--- config.mk ---
export PLATFORM = sky130hd
export DESIGN_NAME = vram_write_ctrl_flat
export DESIGN_NICKNAME = d
export VERILOG_FILES = /design/src/rtl/vram_write_ctrl_if.sv /design/src/rtl/vram_write_ctrl.sv /design/src/flat_wrapper.sv
export SDC_FILE = /design/constraint.sdc
export NUM_CORES = 1
export LEC_CHECK = 0
export CORE_MARGIN = 2
export CORE_UTILIZATION = 45
export DETAILED_ROUTE_END_ITERATION = 7
export GPL_ROUTABILITY_DRIVEN = 0
export PLACE_DENSITY_LB_ADDON = 0.15
export SYNTH_ARGS = -nofsm -noshare
export SYNTH_HDL_FRONTEND = slang
export SYNTH_SLANG_ARGS = --single-unit
--- constraint.sdc ---
create_clock -name clk -period 1.7 [get_ports clk]
set_input_delay 0.51 -clock clk [delete_from_list [all_inputs] [get_ports clk]]
set_output_delay 0.51 -clock clk [all_outputs]
set_load 0.02 [all_outputs]
--- src/rtl/vram_write_ctrl_if.sv ---
// ---------------------------------------------------------------------------
// vram_write_ctrl_if
//
// Bundles the byte-intake handshake from uart_rx and the write port toward
// vram_24k, plus the status outputs of the decoder.
//
//   rx_data   [7:0]        byte from uart_rx, valid while rx_ready is high
//   rx_ready               uart_rx data_ready level
//   rx_ack                 one-cycle pulse per consumed byte
//   vram_we                one-cycle VRAM write strobe
//   vram_addr [ADDR_W-1:0] VRAM write address
//   vram_data [7:0]        VRAM write data
//   busy                   decoder is inside a frame or a fill
//   err                    one-cycle protocol-error pulse
//
// Modports: master = the decoder (vram_write_ctrl), slave = its environment.
// ---------------------------------------------------------------------------
interface vram_write_ctrl_if #(
  parameter int ADDR_W = 15
);
  logic [7:0]        rx_data;
  logic              rx_ready;
  logic              rx_ack;
  logic              vram_we;
  logic [ADDR_W-1:0] vram_addr;
  logic [7:0]        vram_data;
  logic              busy;
  logic              err;

  modport master (
    input  rx_data, rx_ready,
    output rx_ack, vram_we, vram_addr, vram_data, busy, err
  );

  modport slave (
    output rx_data, rx_ready,
    input  rx_ack, vram_we, vram_addr, vram_data, busy, err
  );
endinterface

--- src/rtl/vram_write_ctrl.sv ---
// ---------------------------------------------------------------------------
// vram_write_ctrl
//
// Framed byte-stream decoder sitting between uart_rx and the user write port
// of vram_24k. Frames are: 0xA5, command, payload.
//   0x01 SET_ADDR : addr_hi, addr_lo        -> loads the write pointer
//   0x02 WRITE    : len_hi, len_lo, N bytes -> N writes with auto-increment
//   0x03 FILL     : len_hi, len_lo, value   -> N back-to-back writes of value
// The pointer wraps from VRAM_DEPTH-1 to 0 and persists across frames. An
// inter-byte timeout inside a frame aborts it with an err pulse.
//
// Ports:
//   clk    single clock for the whole block (pixel clock)
//   rst_n  asynchronous active-low reset
//   bus    vram_write_ctrl_if.master: rx_data/rx_ready in, rx_ack,
//          vram_we/vram_addr/vram_data, busy, err out (all registered)
//
// Build option: define VRAM_WR_FILL_EN to build the FILL command and its
// FILL_VAL / FILL_RUN states. Without it, 0x03 is an unknown command.
// ---------------------------------------------------------------------------
module vram_write_ctrl #(
  parameter int VRAM_DEPTH     = 22500,
  parameter int ADDR_W         = 15,
  parameter int TIMEOUT_CYCLES = 1066667
) (
  input  logic              clk,
  input  logic              rst_n,
  vram_write_ctrl_if.master bus
);

  localparam logic [3:0] S_IDLE     = 4'd0;
  localparam logic [3:0] S_CMD      = 4'd1;
  localparam logic [3:0] S_ADDR_HI  = 4'd2;
  localparam logic [3:0] S_ADDR_LO  = 4'd3;
  localparam logic [3:0] S_LEN_HI   = 4'd4;
  localparam logic [3:0] S_LEN_LO   = 4'd5;
  localparam logic [3:0] S_DATA     = 4'd6;
`ifdef VRAM_WR_FILL_EN
  localparam logic [3:0] S_FILL_VAL = 4'd7;
  localparam logic [3:0] S_FILL_RUN = 4'd8;
`endif

  localparam logic [ADDR_W-1:0] PTR_LAST = ADDR_W'(VRAM_DEPTH - 1);
  localparam logic [20:0]       TO_LAST  = 21'(TIMEOUT_CYCLES - 1);

  // State and datapath registers
  logic [3:0]        state_q, state_d;
  logic              rx_ready_q;
  logic              pending_q, pending_d;
  logic [7:0]        hi_q, hi_d;          // shared by addr_hi and len_hi
  logic [15:0]       len_q, len_d;        // writes still to perform
  logic [ADDR_W-1:0] ptr_q, ptr_d;
  logic [20:0]       to_cnt_q, to_cnt_d;
`ifdef VRAM_WR_FILL_EN
  logic              is_fill_q, is_fill_d;
  logic [7:0]        fill_val_q, fill_val_d;
`endif

  // Registered outputs
  logic              ack_q;
  logic              we_q, we_d;
  logic [ADDR_W-1:0] addr_q, addr_d;
  logic [7:0]        data_q, data_d;
  logic              err_q, err_d;
  logic              busy_q;

  logic              rx_edge;
  logic              consume;
  logic              timed;
  logic [7:0]        rx_byte;
  logic [15:0]       rx_word;

  function automatic logic [ADDR_W-1:0] ptr_next(input logic [ADDR_W-1:0] p);
    return (p == PTR_LAST) ? '0 : p + 1'b1;
  endfunction

  assign rx_byte = bus.rx_data;
  assign rx_word = {hi_q, bus.rx_data};
  assign rx_edge = bus.rx_ready & ~rx_ready_q;

  // A byte is taken whenever one is pending, except while a fill is
  // streaming: the fill owns the write port, so the byte waits in pending.
`ifdef VRAM_WR_FILL_EN
  assign consume = pending_q && (state_q != S_FILL_RUN);
  assign timed   = (state_q != S_IDLE) && (state_q != S_FILL_RUN);
`else
  assign consume = pending_q;
  assign timed   = (state_q != S_IDLE);
`endif

  // A new edge re-arms pending even on the cycle the previous byte is taken;
  // an edge while a byte is still waiting simply merges with it.
  assign pending_d = (pending_q & ~consume) | rx_edge;

  always_comb begin
    state_d  = state_q;
    hi_d     = hi_q;
    len_d    = len_q;
    ptr_d    = ptr_q;
    to_cnt_d = to_cnt_q;
    we_d     = 1'b0;
    addr_d   = addr_q;
    data_d   = data_q;
    err_d    = 1'b0;
`ifdef VRAM_WR_FILL_EN
    is_fill_d  = is_fill_q;
    fill_val_d = fill_val_q;
`endif

    if (consume) begin
      to_cnt_d = '0;
      case (state_q)
        S_IDLE: begin
          // Anything but a sync byte is line noise; drop it quietly.
          if (rx_byte == 8'hA5) state_d = S_CMD;
        end
        S_CMD: begin
          case (rx_byte)
            8'h01: state_d = S_ADDR_HI;
            8'h02: begin
`ifdef VRAM_WR_FILL_EN
              is_fill_d = 1'b0;
`endif
              state_d = S_LEN_HI;
            end
`ifdef VRAM_WR_FILL_EN
            8'h03: begin
              is_fill_d = 1'b1;
              state_d   = S_LEN_HI;
            end
`endif
            default: begin
              err_d   = 1'b1;
              state_d = S_IDLE;
            end
          endcase
        end
        S_ADDR_HI: begin
          hi_d    = rx_byte;
          state_d = S_ADDR_LO;
        end
        S_ADDR_LO: begin
          if ({16'd0, rx_word} < 32'(VRAM_DEPTH)) ptr_d = rx_word[ADDR_W-1:0];
          else                                     err_d = 1'b1;
          state_d = S_IDLE;
        end
        S_LEN_HI: begin
          hi_d    = rx_byte;
          state_d = S_LEN_LO;
        end
        S_LEN_LO: begin
          len_d = rx_word;
`ifdef VRAM_WR_FILL_EN
          if (is_fill_q) begin
            // The value byte is always expected, even for a zero length.
            state_d = S_FILL_VAL;
          end else
`endif
          if (rx_word == 16'd0) state_d = S_IDLE;
          else                  state_d = S_DATA;
        end
        S_DATA: begin
          we_d   = 1'b1;
          addr_d = ptr_q;
          data_d = rx_byte;
          ptr_d  = ptr_next(ptr_q);
          len_d  = len_q - 16'd1;
          if (len_q == 16'd1) state_d = S_IDLE;
        end
`ifdef VRAM_WR_FILL_EN
        S_FILL_VAL: begin
          fill_val_d = rx_byte;
          if (len_q == 16'd0) begin
            state_d = S_IDLE;
          end else begin
            // Issue the first fill write on the consume edge itself so the
            // strobe appears in the very next cycle; FILL_RUN does the rest.
            we_d    = 1'b1;
            addr_d  = ptr_q;
            data_d  = rx_byte;
            ptr_d   = ptr_next(ptr_q);
            len_d   = len_q - 16'd1;
            state_d = (len_q == 16'd1) ? S_IDLE : S_FILL_RUN;
          end
        end
`endif
        default: state_d = S_IDLE;
      endcase
`ifdef VRAM_WR_FILL_EN
    end else if (state_q == S_FILL_RUN) begin
      we_d   = 1'b1;
      addr_d = ptr_q;
      data_d = fill_val_q;
      ptr_d  = ptr_next(ptr_q);
      len_d  = len_q - 16'd1;
      if (len_q == 16'd1) state_d = S_IDLE;
`endif
    end else if (timed) begin
      if (to_cnt_q == TO_LAST) begin
        err_d    = 1'b1;
        state_d  = S_IDLE;
        to_cnt_d = '0;
      end else begin
        to_cnt_d = to_cnt_q + 21'd1;
      end
    end else begin
      to_cnt_d = '0;
    end
  end

  always_ff @(posedge clk or negedge rst_n) begin
    if (!rst_n) begin
      state_q    <= S_IDLE;
      rx_ready_q <= 1'b0;
      pending_q  <= 1'b0;
      hi_q       <= '0;
      len_q      <= '0;
      ptr_q      <= '0;
      to_cnt_q   <= '0;
`ifdef VRAM_WR_FILL_EN
      is_fill_q  <= 1'b0;
      fill_val_q <= '0;
`endif
      ack_q      <= 1'b0;
      we_q       <= 1'b0;
      addr_q     <= '0;
      data_q     <= '0;
      err_q      <= 1'b0;
      busy_q     <= 1'b0;
    end else begin
      state_q    <= state_d;
      rx_ready_q <= bus.rx_ready;
      pending_q  <= pending_d;
      hi_q       <= hi_d;
      len_q      <= len_d;
      ptr_q      <= ptr_d;
      to_cnt_q   <= to_cnt_d;
`ifdef VRAM_WR_FILL_EN
      is_fill_q  <= is_fill_d;
      fill_val_q <= fill_val_d;
`endif
      ack_q      <= consume;
      we_q       <= we_d;
      addr_q     <= addr_d;
      data_q     <= data_d;
      err_q      <= err_d;
      busy_q     <= (state_d != S_IDLE);
    end
  end

  assign bus.rx_ack    = ack_q;
  assign bus.vram_we   = we_q;
  assign bus.vram_addr = addr_q;
  assign bus.vram_data = data_q;
  assign bus.err       = err_q;
  assign bus.busy      = busy_q;

endmodule

--- src/flat_wrapper.sv ---
// flat-port wrapper written by rule: the top's interface ports become plain ports
module vram_write_ctrl_flat 
#(
  parameter int VRAM_DEPTH     = 22500,
  parameter int ADDR_W         = 15,
  parameter int TIMEOUT_CYCLES = 1066667
)
  (clk, rst_n, bus_rx_data, bus_rx_ready, bus_rx_ack, bus_vram_we, bus_vram_addr, bus_vram_data, bus_busy, bus_err);
  vram_write_ctrl_if #(.ADDR_W(ADDR_W)) bus_i ();
  input  logic clk;
  input  logic rst_n;
  input wire logic [$bits(bus_i.rx_data)-1:0] bus_rx_data;
  input wire logic [$bits(bus_i.rx_ready)-1:0] bus_rx_ready;
  output wire logic [$bits(bus_i.rx_ack)-1:0] bus_rx_ack;
  output wire logic [$bits(bus_i.vram_we)-1:0] bus_vram_we;
  output wire logic [$bits(bus_i.vram_addr)-1:0] bus_vram_addr;
  output wire logic [$bits(bus_i.vram_data)-1:0] bus_vram_data;
  output wire logic [$bits(bus_i.busy)-1:0] bus_busy;
  output wire logic [$bits(bus_i.err)-1:0] bus_err;
  assign bus_i.rx_data = bus_rx_data;
  assign bus_i.rx_ready = bus_rx_ready;
  assign bus_rx_ack = bus_i.rx_ack;
  assign bus_vram_we = bus_i.vram_we;
  assign bus_vram_addr = bus_i.vram_addr;
  assign bus_vram_data = bus_i.vram_data;
  assign bus_busy = bus_i.busy;
  assign bus_err = bus_i.err;
  vram_write_ctrl #(.VRAM_DEPTH(VRAM_DEPTH), .ADDR_W(ADDR_W), .TIMEOUT_CYCLES(TIMEOUT_CYCLES)) u_core (.clk(clk), .rst_n(rst_n), .bus(bus_i));
endmodule
# After elaboration in Yosys (flattened, before gate mapping)
# Index checks and enable logic that the tools add are counted.
dict set report totals {
  output_inout_bits 27
  inputBits 11
  register_bits 93
}
dict set report classes {
  reduce_logical 12
  add_sub_neg 3
  eq_ne 13
  muxes 23
  magnitude_cmp 1
  bitwise_logic 2
}
# operator n
set ops {}
lappend ops {{two-way mux 21 bit} 3}
lappend ops {{case mux 16 bit (2 select lines)} 1}
lappend ops {{two-way mux 15 bit} 2}
lappend ops {{case mux 15 bit (2 select lines)} 1}
lappend ops {{case mux 4 bit (6 select lines)} 1}
lappend ops {{adder 21 x 1 -> 21 bit, second input constant} 1}
lappend ops {{equality test 21 bit, second input constant} 1}
lappend ops {{two-way mux 4 bit} 5}
lappend ops {{equality test 16 x 1 -> 1 bit, second input constant} 1}
lappend ops {{zero test 16 bit} 1}
lappend ops {{less-than comparator 16 x 15 -> 1 bit, second input constant} 1}
lappend ops {{subtractor 16 x 1 -> 16 bit, second input constant} 1}
lappend ops {{adder 15 x 1 -> 15 bit, second input constant} 1}
lappend ops {{equality test 15 bit, second input constant} 1}
lappend ops {{equality test 4 x 3 -> 1 bit, second input constant} 3}
lappend ops {{equality test 4 x 2 -> 1 bit, second input constant} 2}
lappend ops {{equality test 8 x 1 -> 1 bit, second input constant} 1}
lappend ops {{equality test 8 x 2 -> 1 bit, second input constant} 1}
lappend ops {{equality test 8 bit, second input constant} 1}
lappend ops {{nonzero test 4 bit} 2}
lappend ops {{two-way mux 1 bit} 7}
lappend ops {{case mux 3 bit (2 select lines)} 1}
lappend ops {{AND reduction 2 bit} 3}
lappend ops {{equality test 4 x 1 -> 1 bit, second input constant} 1}
lappend ops {{other kinds (9)} 11}

# Longest topological paths before layout
dict set report depth {
  word_depth 5
  mapped_depth 8
  mapped_depth_nobuf 7
}

# Worst setup path before layout
# Ideal clock, no wire load.
dict set report synth_path {
  kind {reg-to-reg}
  start {register u_core.len_q[0]}
  end {register u_core.len_q[14]}
  setup_slack_ns -0.121
  stages_incl_launch_ff 7
  required_time_ns 1.610
  t_arrival_ns 1.731
  path_buffers 0
  setup_time_ns 0.090
  path_cell_list {dfrtp_1 -> inv_1 -> ha_1 -> nor3b_1 -> nand4_1 -> or4_1 -> o2111ai_1}
}
dict set report synth_via {
  elab_chain_cells 2
}
# item line_no
set synth_lines {}
lappend synth_lines {{start, declared} vram_write_ctrl.sv:51} ;# logic [15:0] len_q, len_d;
lappend synth_lines {{start signal, assigned} vram_write_ctrl.sv:235} ;# len_q <= len_d;
lappend synth_lines {{subtractor 16 x 1 -> 16 bit} vram_write_ctrl.sv:167} ;# len_d = len_q - 16'd1;
lappend synth_lines {{case mux 16 bit (2 select lines)} vram_write_ctrl.sv:112} ;# case (state_q)
# No other way between the ends.
# A chain may end at the register's enable or synchronous reset.

# Worst setup path in the final report
dict set report layout_path {
  start {register u_core.ptr_q[0]}
  end {register u_core.ptr_q[6]}
}
dict set report layout_via {
  elab_chain_cells 3
  word_cells_on_any_way 4
  cone_classes {1 x add/sub; 1 x eq/ne; 2 x mux}
}
# item line_no
set layout_lines {}
lappend layout_lines {{start, declared} vram_write_ctrl.sv:52} ;# logic [ADDR_W-1:0] ptr_q, ptr_d;
lappend layout_lines {{start signal, assigned} vram_write_ctrl.sv:236} ;# ptr_q <= ptr_d;
lappend layout_lines {{adder 15 x 1 -> 15 bit / equality test 15 bit (equally long branches)} vram_write_ctrl.sv:74} ;# return (p == PTR_LAST) ? '0 : p + 1'b1;
lappend layout_lines {{two-way mux 15 bit (*)} vram_write_ctrl.sv:74}
lappend layout_lines {{case mux 15 bit (2 select lines) (*)} vram_write_ctrl.sv:112}
# Every way passes the cells marked *; elsewhere a longest branch is shown, timed or not.

==> results by group <==
Setup path
  • R2R depth: 6
  • WS Path Type: flop to flop
  • CP top delay family: simple AND/OR/NAND/NOR gates
  • Crit-path cells: ha_2 -> nand4b_1 -> nor4_4 -> nand2b_4 -> o41ai_1 -> a22o_1
  • Crit path depth: 6
  • WP buf/inv: 0
  • Critical Path RT: 1.95 ns
  • CP max stage delay: 0.41 ns
  • Worst EP arrival: 2.08 ns
  • Crit start category: flop
  • Slowest-stage cell, CP: nor4_4
  • Nature of the critical path endpoint: flop
  • Crit Path Max Fanout: 8

Clocking
  • Clk slew on worst S/H paths: 0.10 ns
  • Worst-skew pair later-pin latency: 0.37 ns
  • CTS tree: built
  • CTS root buffer: clkbuf_8
  • Htree depth: 3
  • TritonCTS Sinks: 93
  • Clk buf depth: 2
  • TritonCTS buffer count: 9

Floorplan
  • # rows: 37
  • Die width: 107 um
  • Initial Utilization: 0.465
  • Num ports: 38
  • DIE AREA: 11600 um^2
  • Die Height: 107 um
  • Core Area: 10400 um^2

Finish
  • FF/Latch Area: 2330 um^2
  • Share of post-route cells with drive strength above 1: 0.413
  • # diodes: 0
  • Final Util: 0.686
  • Non-Filler Instances: 780
  • Filler cells: 792
  • Layout area overhead: 47.7%
  • Nets: 655
  • Final Cell Area: 7120 um^2
  • Multi-input logic area: 2890 um^2

STA
  • Post-route setup slack: -0.128 ns
  • Final setup viols: 22
  • Min cycle time layout: 1.83 ns
  • F_max: 0.547 GHz
  • Final Slew Violations: 0
  • Unrepaired setup endpoints after global routing: yes
  • Final hold violation count: 0
  • Setup Total Neg Slack: -1.55 ns
  • Final period utilization: 1.08
  • Slew headroom: 0.741
  • WHS: 0.409 ns
  • Clock skew: 0.0138 ns
  • Worst slew pin tran: 0.388 ns

Yosys
  • Sequential fraction of the synthesis area: 0.483
  • Syn Inst Count: 484
  • Syn Nets: 500
  • FF+latch count, synth: 93
  • Post-synth EDFFs: 0
  • Synth Cell Area: 4820 um^2
  • Fraction of registers with async set or reset after synthesis: 1.00
  • Yosys warning count: 0
  • Post-Syn Area per Cell: 9.96 um^2
  • Ys flop type: dfrtp_1
  • Netlist cell types: 68

Drt
  • DRT iter0 DRCs: 211
  • DRT Wirelength: 14700 um
  • Via/cell ratio: 5.91
  • Vias post-DR: 4611
  • First-pass DRT Iterations: 5
  • WL/cell: 18.9 um
  • # DRC: 0
  • Routed Antenna Nets: 0

GRT
  • Initial antenna violation count: 0
  • Overflow after GRT: 0
  • GR Util All Layers: 0.244
  • Met2 Use GR: 0.398
  • Global route hottest layer: met2
  • GR Layer Usage met3: 0.0418
  • First-pass GRT wire length: 22200 um
  • GRT met1 Usage: 0.321
  • Vias in the first global route: 4455
  • Largest net degree at the start of global routing: 34

Power and ir drop
  • Peak VDD IR: 676 uV
  • Pleak: 3.23 nW
  • Power per cell area: 872 nW/um^2

Run
  • Max Cap Viol: 0

Place
  • # placed instances: 738
  • Dpl hpwl: 9370 um
  • Area after DPL: 6100 um^2
  • Port Buffer Count: 37

Hold path
  • Cells on Worst Hold Path: 1
  • Worst Hold Class: flop to flop

Outcome
  • Violated checks: negative setup slack
  • Outcome: complete, but fails checks
stage by stage:
step           setup slack [ns]  power (mW)
2_1_floorplan            -0.113        3.47
3_3_place_gp             -0.626        4.29
3_5_place_dp             -0.667        4.33
4_1_cts                  -0.101        5.85
5_1_grt                  -0.223        6.50
6_report                 -0.128        6.20
cells in the mapped netlist, drive strengths merged (5+ instances only):
| cell type | count | area (um^2) |
|---|---|---|
| nor3 | 13 | 65.1 |
| and3 | 5 | 31.3 |
| nand2b | 6 | 40.0 |
| nand4 | 8 | 50.1 |
| nand3 | 17 | 85.1 |
| a22o | 9 | 78.8 |
| clkbuf | 9 | 33.8 |
| nor2 | 51 | 194 |
| xnor2 | 5 | 43.8 |
| o22ai | 6 | 43.8 |
| xor2 | 16 | 140 |
| ha | 5 | 62.6 |
| a21oi | 16 | 83.8 |
| nor4 | 12 | 81.3 |
| o2bb2ai | 5 | 43.8 |
| dfrtp | 93 | 2330 |
| buf | 13 | 83.8 |
| inv | 14 | 52.6 |
| nand2 | 45 | 169 |
| o21ai | 38 | 190 |
| o31a | 5 | 43.8 |
| mux2 | 25 | 282 |
worst paths after layout:
check | from | end | slack, ns
worst max-delay path | u_core.ptr_q[0] | u_core.ptr_q[6] | -0.13
worst min-delay path | u_core.rx_ready_q | u_core.consume | 0.41
worst max register to register | u_core.ptr_q[0] | u_core.ptr_q[6] | -0.13
worst min register to register | u_core.rx_ready_q | u_core.consume | 0.41
max in group asynchronous | rst_n | u_core.state_q[0] | 0.68
min in group asynchronous | rst_n | u_core.len_q[9] | 0.54
final cells by class:
class,count,share of cell area
Sequential cell,93,0.328
Multi-Input combinational cell,357,0.406
Clock inverter,7,0.00861
Timing Repair Buffer,164,0.209
Inverter,14,0.00773
Clock buffer,9,0.0174
Tap cell,136,0.0239
report_power, final:
| group | total, mW | switching, mW | internal [mW] |
|---|---|---|---|
| Clock | 1.45 | 0.882 | 0.563 |
| Sequential | 2.70 | 0.221 | 2.48 |
| Combinational | 2.06 | 1.04 | 1.02 |
cell families (layout without fill, tap and decap cells):
family,after synthesis,after routing,share of synthesized area
AO/OA/AOI/OAI,113,114,0.164
XOR/XNOR,21,21,0.0382
adder cells (fa/ha/maj),5,5,0.0130
buffers and inverters,36,194,0.0353
flip-flops,93,93,0.483
multiplexers,25,25,0.0584
AND/OR/NAND/NOR,191,192,0.208
state kept, by name, indices dropped and copies added, names as in the netlist, 4 cells and up:
signal	flops
u_core.to_cnt_q	21
u_core.len_q	16
u_core.bus.vram_addr	15
u_core.ptr_q	15
u_core.bus.vram_data	8
u_core.hi_q	8
u_core.state_q	4
routing by layer:
| layer | share of wire | up-vias |
|---|---|---|
| met5 | 0 | - |
| met4 | 0.034 | 0 |
| met3 | 0.054 | 46 |
| met2 | 0.50 | 158 |
| met1 | 0.41 | 2309 |
| li1 | - | 2098 |
placed cells by master, fill, tap and decap left out, types with 4 or more instances in the layout:
master,Yosys,layout
a21oi_1,15,7
a21oi_2,1,7
a22o_1,9,9
and3_1,5,4
buf_12,0,7
buf_4,0,98
buf_6,3,19
clkbuf_8,0,9
dfrtp_1,93,89
dfrtp_2,0,4
dlygate4sd2_1,0,33
inv_1,14,11
inv_6,0,4
mux2_2,25,25
nand2_1,45,44
nand2b_4,0,5
nand3_1,17,14
nand4_1,8,8
nor2_1,50,46
nor3_1,13,8
nor4_2,1,6
nor4_4,0,6
o21ai_0,34,21
o21ai_1,4,8
o21ai_2,0,9
o22ai_2,1,6
o31a_1,5,5
xnor2_1,5,5
xor2_1,16,16
repair_timing:
| item | in CTS | in global routing |
|---|---|---|
| pin swaps | 32 | 34 |
| resized for setup | 86 | 92 |
| hold buffers | 1 | 0 |
| endpoints found under the hold margin | 8 | 0 |
| gates cloned | 3 | 2 |
| buffers inserted | 7 | 14 |
| endpoints found under the setup margin | 75 | 67 |
worst register-to-register path: stages, from the launching register on:
cell	delay, ns
dfrtp_1	0.38
ha_2	0.19
nand4b_1	0.15
nor4_4	0.41
nand2b_4	0.26
o41ai_1	0.09
a22o_1	0.23
Note: power is estimated with default switching activity, not from simulation.
